[src/rtl/sfifo_pkg.sv]
// Shared types for the synchronous-FIFO read-side streaming adapter.
package sfifo_pkg;

  localparam int BEAT_CNT_W = 16;

  typedef enum logic [1:0] {
    EMPTY = 2'd0,
    ONE   = 2'd1,
    TWO   = 2'd2
  } occ_e;

  // Words already buffered plus the word still on its way from the FIFO.
  function automatic logic [1:0] occ_pending(occ_e occ, logic inflight);
    logic [1:0] lvl;
    lvl = occ;
    return lvl + {1'b0, inflight};
  endfunction

endpackage

[src/rtl/sfifo_rd_stream.sv]
// Turns a 1-cycle-latency FIFO read port into a valid/ready stream via a 2-entry skid buffer.
// Optional beat counter enabled by defining SFIFO_RD_BEAT_CNT_EN; otherwise beat_cnt is tied to 0.
module sfifo_rd_stream
  import sfifo_pkg::*;
#(
  parameter int DATA_WIDTH = 32
) (
  input  logic                  clk,
  input  logic                  arst_n,
  input  logic                  empty,
  output logic                  rden,
  input  logic [DATA_WIDTH-1:0] rdata,
  output logic                  m_valid,
  input  logic                  m_ready,
  output logic [DATA_WIDTH-1:0] m_data,
  output logic [BEAT_CNT_W-1:0] beat_cnt
);

  occ_e                  occ_q, occ_d;
  logic                  inflight_q, inflight_d;
  logic [DATA_WIDTH-1:0] buf0_q, buf0_d;
  logic [DATA_WIDTH-1:0] buf1_q, buf1_d;

  logic       pop;
  logic       cap;
  logic [1:0] pending;

  assign m_valid = (occ_q != EMPTY);
  assign m_data  = buf0_q;
  assign pop     = m_valid & m_ready;
  assign cap     = inflight_q;
  assign pending = occ_pending(occ_q, inflight_q);

  // A new read may be issued when it is guaranteed a slot, counting the pop this cycle.
  assign rden = ~empty & arst_n &
                ((pending < 2'd2) | ((pending == 2'd2) & pop));

  always_comb begin
    occ_d      = occ_q;
    buf0_d     = buf0_q;
    buf1_d     = buf1_q;
    inflight_d = rden;
    unique case (occ_q)
      EMPTY: begin
        if (cap) begin
          buf0_d = rdata;
          occ_d  = ONE;
        end
      end
      ONE: begin
        unique case ({cap, pop})
          2'b11: buf0_d = rdata;
          2'b10: begin
            buf1_d = rdata;
            occ_d  = TWO;
          end
          2'b01: occ_d = EMPTY;
          default: ;
        endcase
      end
      TWO: begin
        if (pop) begin
          buf0_d = buf1_q;
          if (cap) buf1_d = rdata;
          else     occ_d  = ONE;
        end
      end
      default: occ_d = EMPTY;
    endcase
  end

  always_ff @(posedge clk) begin
    if (!arst_n) begin
      occ_q      <= EMPTY;
      inflight_q <= 1'b0;
      buf0_q     <= '0;
      buf1_q     <= '0;
    end else begin
      occ_q      <= occ_d;
      inflight_q <= inflight_d;
      buf0_q     <= buf0_d;
      buf1_q     <= buf1_d;
    end
  end

`ifdef SFIFO_RD_BEAT_CNT_EN
  logic [BEAT_CNT_W-1:0] beat_cnt_q, beat_cnt_d;

  always_comb begin
    beat_cnt_d = beat_cnt_q;
    if (pop) beat_cnt_d = beat_cnt_q + BEAT_CNT_W'(1);
  end

  always_ff @(posedge clk) begin
    if (!arst_n) beat_cnt_q <= '0;
    else         beat_cnt_q <= beat_cnt_d;
  end

  assign beat_cnt = beat_cnt_q;
`else
  assign beat_cnt = '0;
`endif

`ifndef SYNTHESIS
  rden_not_when_empty: assert property (@(posedge clk) disable iff (!arst_n) rden |-> !empty);
  no_buffer_overflow:  assert property (@(posedge clk) disable iff (!arst_n)
                                        !((occ_q == TWO) && inflight_q && !pop));
`endif

endmodule

[config.mk]
export PLATFORM = sky130hd
export DESIGN_NAME = sfifo_rd_stream
export DESIGN_NICKNAME = d
export VERILOG_FILES = /design/src/rtl/sfifo_pkg.sv /design/src/rtl/sfifo_rd_stream.sv
export SDC_FILE = /design/constraint.sdc
export NUM_CORES = 1
export LEC_CHECK = 0
export BUFFER_PORTS_ARGS = -buffer_cell sky130_fd_sc_hd__buf_2
export CELL_PAD_IN_SITES_DETAIL_PLACEMENT = 2
export CELL_PAD_IN_SITES_GLOBAL_PLACEMENT = 2
export CORE_MARGIN = 10
export CORE_UTILIZATION = 30
export CTS_CLUSTER_DIAMETER = 50
export DETAILED_ROUTE_END_ITERATION = 10
export PLACE_DENSITY_LB_ADDON = 0.1
export SYNTH_ARGS = -nofsm -noshare
export SYNTH_HDL_FRONTEND = slang
export SYNTH_SLANG_ARGS = --single-unit
[constraint.sdc]
create_clock -name clk -period 2.04 [get_ports clk]
set_input_delay 0.408 -clock clk [delete_from_list [all_inputs] [get_ports clk]]
set_output_delay 0.408 -clock clk [all_outputs]
set_load 0.02 [all_outputs]
==> results_tabular.tex, run 1 <==
\begin{tabular}{lr}
\hline
Metric & Value \\
\hline
\multicolumn{2}{l}{\textbf{Clock network}} \\
\quad \# clock sinks & 67 \\
\quad Clock latency on the worst-skew pair & 0.34 ns \\
\quad Clock H-tree levels & 3 \\
\quad Clk buf depth & 2 \\
\quad TritonCTS buffer count & 9 \\
\quad Total of hold buffers inserted after clock tree synthesis & 0 \\
\quad Clock-pin transition on the worst setup and hold timing paths & 0.08 ns \\
\quad Root Buffer Master & clkbuf\_8 \\
\quad CTS tree & yes \\
\multicolumn{2}{l}{\textbf{Die}} \\
\quad Standard cell core area & 10,400 um\^{}2 \\
\quad Full die area & 15,300 um\^{}2 \\
\quad Placement row count & 37 \\
\quad Initial core utilization & 0.310 \\
\quad Die height & 124 um \\
\quad Num ports & 86 \\
\quad X dimension of the die & 124 um \\
\multicolumn{2}{l}{\textbf{Place}} \\
\quad Post-detail-place hpwl & 6680 um \\
\quad RD Place Congestion & 0.694 \\
\quad Port Buffer Count & 69 \\
\quad Placed instance count & 521 \\
\multicolumn{2}{l}{\textbf{Timing}} \\
\quad Setup repair after global routing missed its margin & yes \\
\quad Final setup margin & -0.00429 ns \\
\quad Number of hold-slack violations in the final timing report & 0 \\
\quad Remaining max-slew budget at the tightest pin & 0.586 \\
\quad Worst setup skew after layout & 0.00853 ns \\
\quad Setup violators final & 1 \\
\quad Highest clock rate & 0.489 GHz \\
\quad Count of final max-slew check failures & 0 \\
\quad Slew at the pin with the worst max-slew slack & 0.621 ns \\
\quad Ratio of final minimum period to clock period & 1.00 \\
\quad Post-layout min period & 2.04 ns \\
\quad Worst hold margin & 0.324 ns \\
\multicolumn{2}{l}{\textbf{Power and ir drop}} \\
\quad Sequential fraction of design power & 0.465 \\
\quad Maximum resistive drop on vdd & 0.267 mV \\
\quad Fraction of power spent switching nets & 0.301 \\
\quad Combinational fraction of design power & 0.188 \\
\quad Clock network fraction of total power & 0.347 \\
\quad Power density over the cells & 783 nW/um\^{}2 \\
\quad Internal power summed over all cells & 2.15 mW \\
\quad Static leakage & 1.77 nW \\
\quad Switching power summed over all nets & 0.923 mW \\
\multicolumn{2}{l}{\textbf{Route}} \\
\quad Per-cell via count in the routed design & 4.96 \\
\quad Total detailed-routing wirelength & 10,100 um \\
\quad 1st-pass router iterations & 4 \\
\quad Routed WL per cell & 18.5 um \\
\quad Residual antenna-violating net count after detailed routing & 0 \\
\quad Detailed router's first-iteration violation count & 66 \\
\quad Number of vias in the routed layout & 2,701 \\
\quad DRC violation count after routing & 0 \\
\multicolumn{2}{l}{\textbf{Finish}} \\
\quad Share of post-route cells with drive strength above 1 & 0.296 \\
\quad Finished Layout Cells & 545 \\
\quad Post-Route Utilization & 0.376 \\
\quad Total number of nets in the final design & 442 \\
\quad Layout Area Growth over Synthesis & 21.2\% \\
\quad Number of antenna diodes & 0 \\
\multicolumn{2}{l}{\textbf{Global routing}} \\
\quad Initial antenna violation count & 0 \\
\quad Total congestion overflow & 0 \\
\quad Pin count of the biggest net entering global routing & 34 \\
\quad All-layer global routing usage & 0.135 \\
\quad First-pass GRT wire length & 16,500 um \\
\quad Number of global-route vias before repair & 3,095 \\
\multicolumn{2}{l}{\textbf{Critical path}} \\
\quad Worst setup slack for register-to-register paths & -0.004 ns \\
\quad WP data arrival & 2.29 ns \\
\quad Top fanout value on the critical path & 2 \\
\quad Capturing point of the worst reg2reg path & cap \\
\quad Worst setup startpoint & occ\_q[0] \\
\quad Depth of the most critical reg-to-reg path & 11 \\
\quad Class of the most critical setup path & flip-flop to flip-flop \\
\quad Crit path capture type & flip-flop \\
\quad Startpoint Class & flip-flop \\
\quad Required arrival time at the worst endpoint & 2.29 ns \\
\quad Worst setup path endpoint & cap \\
\quad Startpoint of the worst register-to-register path & occ\_q[0] \\
\multicolumn{2}{l}{\textbf{Synth}} \\
\quad Combinational family with the most area after synthesis & multiplexers \\
\quad Number of warnings reported in the yosys synthesis log & 0 \\
\quad Most instantiated library cell after synthesis & dfxtp\_1 \\
\quad Post-synth top area cell & dfxtp\_1 \\
\quad Sequential share of the synthesized area & 0.415 \\
\quad Simple-gate share of the synthesized area & 0.105 \\
\quad Count of state elements after synthesis & 67 \\
\quad Fraction of registers with async set or reset after synthesis & 0 \\
\quad Cells taking the most area after synthesis & dfxtp\_1 41\%, mux2i\_1 20\%, a211oi\_1 15\%, nand2\_1 7.7\%, buf\_4 4.4\% \\
\quad Combined area of all synthesized cells & 3230 um\^{}2 \\
\quad Cells after Synth & 337 \\
\quad Area fraction in compound gates after synthesis & 0.170 \\
\quad Predominant post-synthesis flop cell & dfxtp\_1 \\
\quad Count of unique library cells instantiated by Yosys & 32 \\
\quad Yosys top cell area share & 0.415 \\
\quad Top post-synthesis cells by count & 67 x dfxtp\_1, 66 x nand2\_1, 64 x a211oi\_1, 64 x mux2i\_1, 19 x buf\_4 \\
\quad Mean post-synth cell area & 9.59 um\^{}2 \\
\quad Post-synthesis adder-cell area fraction & 0.00387 \\
\quad Area share of xor/xnor cells in the synthesized design & 0 \\
\quad Post-synth EDFFs & 0 \\
\quad Mux share of post-synthesis cell area & 0.203 \\
\multicolumn{2}{l}{\textbf{Status}} \\
\quad Violated checks & setup timing \\
\quad Outcome & complete, but fails checks \\
\multicolumn{2}{l}{\textbf{Run}} \\
\quad Count of max-cap constraint violations & 0 \\
\multicolumn{2}{l}{\textbf{Hold path}} \\
\quad Min-delay worst type & input pin to flip-flop \\
\hline
\end{tabular}
==> stage by stage <==
step	power, mW	cell area [um^2]	worst slack (ns)	setup TNS [ns]
after floorplan	1.83	3290	0.163	0
after global placement	2.00	3620	0.259	0
after global routing	3.25	3920	-0.0661	-0.114
after CTS	3.12	3890	0.0359	0
after detailed placement	2.02	3620	0.196	0
final	3.07	3920	-0.00429	-0.00429
==> worst max-delay path, cell delays in order, from the launching register on <==
cell      delay (ns)
dfxtp_4         0.36
ha_4            0.25
nor2b_4         0.15
nand2_2         0.08
buf_4           0.14
buf_4           0.12
buf_4           0.13
buf_4           0.12
buf_4           0.12
buf_4           0.12
buf_4           0.13
a311oi_2        0.24
==> sequential cells by signal (all words and copies together) (netlist names) <==
name    flops
m_data     32
buf1_q     32
occ_q       2
cap         1
==> cells by family (layout without fill, tap and decap cells) <==
logic type,Yosys count,count (layout)
other,1,16
adder cells (fa/ha/maj),1,1
multiplexers,65,65
buffers and inverters,52,109
AO/OA/AOI/OAI,73,73
AND/OR/NAND/NOR,78,78
flip-flops,67,67
==> what timing repair did <==
item                                   in CTS  in global routing
buffers inserted                            9                  0
gates cloned                                0                  0
setup endpoints to repair                   1                  2
endpoints found under the hold margin       0                  0
gates resized for setup                     6                  7
pin swaps                                   2                  1
==> cells in the final DEF, fill, tap and decap left out <==
master / n
buf_2: 68
dfxtp_2: 1
mux2i_1: 64
clkinvlp_4: 1
nor4_1: 1
clkinv_1: 1
a21o_1: 1
nand2_2: 1
a21oi_4: 1
or2b_2: 1
nor3b_1: 1
nand2b_1: 1
and2b_2: 1
or3b_4: 1
o21a_1: 1
a21oi_1: 2
clkbuf_8: 9
clkinv_2: 4
a311oi_2: 2
and2_1: 1
nor2b_4: 1
buf_4: 19
nor3_2: 1
nand2_1: 65
conb_1: 16
dfxtp_1: 64
ha_4: 1
a211oi_1: 64
dfxtp_4: 2
bufinv_16: 1
buf_12: 3
nand3b_1: 1
inv_1: 3
mux2_4: 1
and3b_2: 2
o21ai_0: 2
==> power by group through the flow <==
stage | clock network (mW) | registers, mW | logic, mW
final | 1.07 | 1.43 | 0.577
after global routing | 1.17 | 1.44 | 0.638
after CTS | 1.11 | 1.43 | 0.576
after detailed placement | 0 | 1.46 | 0.556
after global placement | 0 | 1.46 | 0.544
after floorplan | 0 | 1.53 | 0.300
==> layout make-up <==
type / count / area [um^2]
multi-input cells: 233 / 1660
clock inverters: 6 / 57.6
fillers: 1179 / 6500
inverters: 4 / 15.0
clock buffers: 9 / 124
repair buffers: 90 / 543
well taps: 136 / 170
flip-flops and latches: 67 / 1350
==> metal layers <==
layer	track usage	part of all wire	up-vias
met5	0	0	-
met4	0.0415	0.012	0
met3	0.0367	0.049	10
met2	0.234	0.49	58
met1	0.159	0.44	1327
li1	-	-	1306
==> how the worst min path moves through the flow <==
stage          startpoint          to  slack [ns]  cells past startpoint
2_1_floorplan   buf1_q[0]   buf1_q[0]        0.43                      2
3_3_place_gp    buf1_q[2]   buf1_q[2]        0.44                      2
3_5_place_dp    buf1_q[9]   buf1_q[9]        0.45                      2
4_1_cts         rdata[19]  buf1_q[19]        0.31                      3
5_1_grt         rdata[16]  buf1_q[16]        0.31                      3
6_report        rdata[19]  buf1_q[19]        0.32                      3
(Power assumes the default switching activity.)
==> run 2, diff against run 1 <==
Settings changed: BUFFER_PORTS_ARGS -buffer_cell sky130_fd_sc_hd__buf_2 to default, CORE_ASPECT_RATIO from default to 0.5, DONT_BUFFER_PORTS from default to 1.
Clock period 2.04 ns to 1.9 ns, I/O delays scaled along.
==> results_tabular.tex, run 2 (synthesized netlist as in run 1, its figures left out) <==
\begin{tabular}{lr}
\hline
Metric & Value \\
\hline
\multicolumn{2}{l}{\textbf{Finish}} \\
\quad Most common library cell in the layout ignoring fill and taps & nand2\_1 \\
\quad Footprint of the multi-input gates & 1660 um\^{}2 \\
\quad Total number of nets in the final design & 375 \\
\quad Number of antenna diodes & 0 \\
\quad Total of fill cells in the finished design & 1,126 \\
\quad Sequential cell area in the final layout & 1350 um\^{}2 \\
\quad Finished Layout Cells & 482 \\
\quad Layout Area Growth over Synthesis & 13.9\% \\
\quad Post-Route Utilization & 0.356 \\
\quad Share of post-route cells with drive strength above 1 & 0.155 \\
\quad Most frequent cells in the layout & 65 x nand2\_1, 64 x mux2i\_1, 64 x a211oi\_1, 64 x dfxtp\_1, 20 x buf\_4 \\
\multicolumn{2}{l}{\textbf{Route}} \\
\quad Number of vias in the routed layout & 2,504 \\
\quad 1st-pass router iterations & 4 \\
\quad Detailed router's first-iteration violation count & 99 \\
\quad Total detailed-routing wirelength & 10,400 um \\
\quad DRC violation count after routing & 0 \\
\quad Routed WL per cell & 21.6 um \\
\quad Residual antenna-violating net count after detailed routing & 0 \\
\quad Per-cell via count in the routed design & 5.20 \\
\multicolumn{2}{l}{\textbf{Place}} \\
\quad Post-detail-place hpwl & 6900 um \\
\quad Post-placement setup slack & 0.113 ns \\
\quad Port Buffer Count & 0 \\
\quad RD Place Congestion & 0.682 \\
\quad Placed instance count & 458 \\
\multicolumn{2}{l}{\textbf{Clock network}} \\
\quad Root Buffer Master & clkbuf\_16 \\
\quad TritonCTS buffer count & 9 \\
\quad Clock latency on the worst-skew pair & 0.33 ns \\
\quad CTS tree & yes \\
\quad Clock-pin transition on the worst setup and hold timing paths & 0.05 ns \\
\quad \# clock sinks & 67 \\
\quad Clock H-tree levels & 3 \\
\quad Clk buf depth & 2 \\
\multicolumn{2}{l}{\textbf{Hold path}} \\
\quad Min-delay worst type & input pin to flip-flop \\
\multicolumn{2}{l}{\textbf{Critical path}} \\
\quad Buffering stage count on the worst path with inverters included & 7 \\
\quad Largest delay contributor family on the critical path & buffers and inverters \\
\quad Crit path capture type & flip-flop \\
\quad Worst path slowest cell & dfxtp\_4 \\
\quad Top fanout value on the critical path & 2 \\
\quad Startpoint Class & flip-flop \\
\quad Crit-path most repeated cell & buf\_4 \\
\quad Worst setup slack for register-to-register paths & -0.10 ns \\
\quad Class of the most critical setup path & flip-flop to flip-flop \\
\quad WP data arrival & 2.24 ns \\
\quad Required arrival time at the worst endpoint & 2.13 ns \\
\quad Maximum single-stage delay on the critical path & 0.36 ns \\
\quad Cell breakdown of the critical path & ha\_4 -> nor2b\_4 -> nand2\_2 -> buf\_4 -> buf\_6 -> buf\_4 -> buf\_4 -> buf\_4 -> buf\_4 -> buf\_4 -> a311oi\_2 \\
\multicolumn{2}{l}{\textbf{Die}} \\
\quad Standard cell core area & 10,300 um\^{}2 \\
\quad X dimension of the die & 167 um \\
\quad Placement row count & 26 \\
\quad Initial core utilization & 0.313 \\
\quad Num ports & 86 \\
\quad Full die area & 15,600 um\^{}2 \\
\quad Die height & 93.4 um \\
\multicolumn{2}{l}{\textbf{Power and ir drop}} \\
\quad Power density over the cells & 980 nW/um\^{}2 \\
\quad Maximum resistive drop on vdd & 0.383 mV \\
\quad Sum of internal, switching and leakage power & 3.61 mW \\
\quad Static leakage & 1.52 nW \\
\multicolumn{2}{l}{\textbf{Timing}} \\
\quad Highest clock rate & 0.499 GHz \\
\quad Setup violators final & 2 \\
\quad Count of final max-slew check failures & 0 \\
\quad Worst setup skew after layout & 0.00568 ns \\
\quad Post-layout min period & 2.00 ns \\
\quad Number of hold-slack violations in the final timing report & 0 \\
\quad Ratio of final minimum period to clock period & 1.05 \\
\quad Setup repair after global routing missed its margin & yes \\
\quad Final setup margin & -0.104 ns \\
\multicolumn{2}{l}{\textbf{Status}} \\
\quad Outcome & complete, but fails checks \\
\quad Violated checks & setup timing \\
\multicolumn{2}{l}{\textbf{Global routing}} \\
\quad First-pass GRT wire length & 16,300 um \\
\quad Initial antenna violation count & 0 \\
\quad All-layer global routing usage & 0.132 \\
\quad Total congestion overflow & 0 \\
\quad Number of global-route vias before repair & 2,845 \\
\quad Pin count of the biggest net entering global routing & 68 \\
\multicolumn{2}{l}{\textbf{Run}} \\
\quad Count of max-cap constraint violations & 0 \\
\hline
\end{tabular}
-- run 2: cell types whose count changed in the layout (fill, tap and decap cells not counted), sizes merged --
cell / delta
buf: -67
clkbuf: +4
clkinv: -2
bufinv: -1
clkinvlp: -1
-- run 2: worst paths after layout --
kind | to | startpoint | depth (start not counted)
max reg2reg | cap | cap | 11
max | cap | cap | 11
min | buf1_q[3] | rdata[3] | 2
min reg2reg | buf1_q[5] | buf1_q[5] | 2
-- run 2: stage by stage --
step                      hold slack, ns  setup TNS, ns  instance area (um^2)
after global placement             0.442              0                  3280
after global routing               0.178         -0.293                  3680
final                              0.192         -0.204                  3680
after floorplan                    0.434              0                  3290
after detailed placement           0.454              0                  3280
after CTS                          0.164       -0.00439                  3660
-- run 2: worst reg2reg max path, stage by stage, from the launching register on --
cell      delay, ns
dfxtp_4        0.36
ha_4           0.25
nor2b_4        0.14
nand2_2        0.09
buf_4          0.14
buf_6          0.10
buf_4          0.12
buf_4          0.12
buf_4          0.12
buf_4          0.12
buf_4          0.12
a311oi_2       0.23
-- run 2: repair_timing --
action | in CTS | in global routing
hold buffers | 0 | 0
endpoints found under the setup margin | 1 | 2
resized for setup | 10 | 3
setup buffers | 8 | 1
pin swaps | 3 | 1
-- run 2: routing by layer --
layer / track usage / vias to the layer above / routed length (um)
met3: 0.0718 / 9 / 920
met1: 0.139 / 1254 / 4470
met5: 0 / - / 0
met2: 0.231 / 63 / 4950
li1: - / 1178 / -
met4: 0.0327 / 0 / 63
-- run 2: final cells by class --
type | instances | area share
clock buffer | 13 | 0.0734
clock inverter | 2 | 0.00272
inverter | 4 | 0.00408
multi-input combinational | 233 | 0.451
sequential | 67 | 0.367
tap | 140 | 0.0476
timing repair buffer | 23 | 0.0547
-- run 2: where the power goes --
| part | internal [mW] | switching, mW |
|---|---|---|
| Clock | 0.978 | 0.596 |
| Sequential | 1.49 | 0.154 |
| Combinational | 0.161 | 0.232 |
| Total | 2.63 | 0.982 |
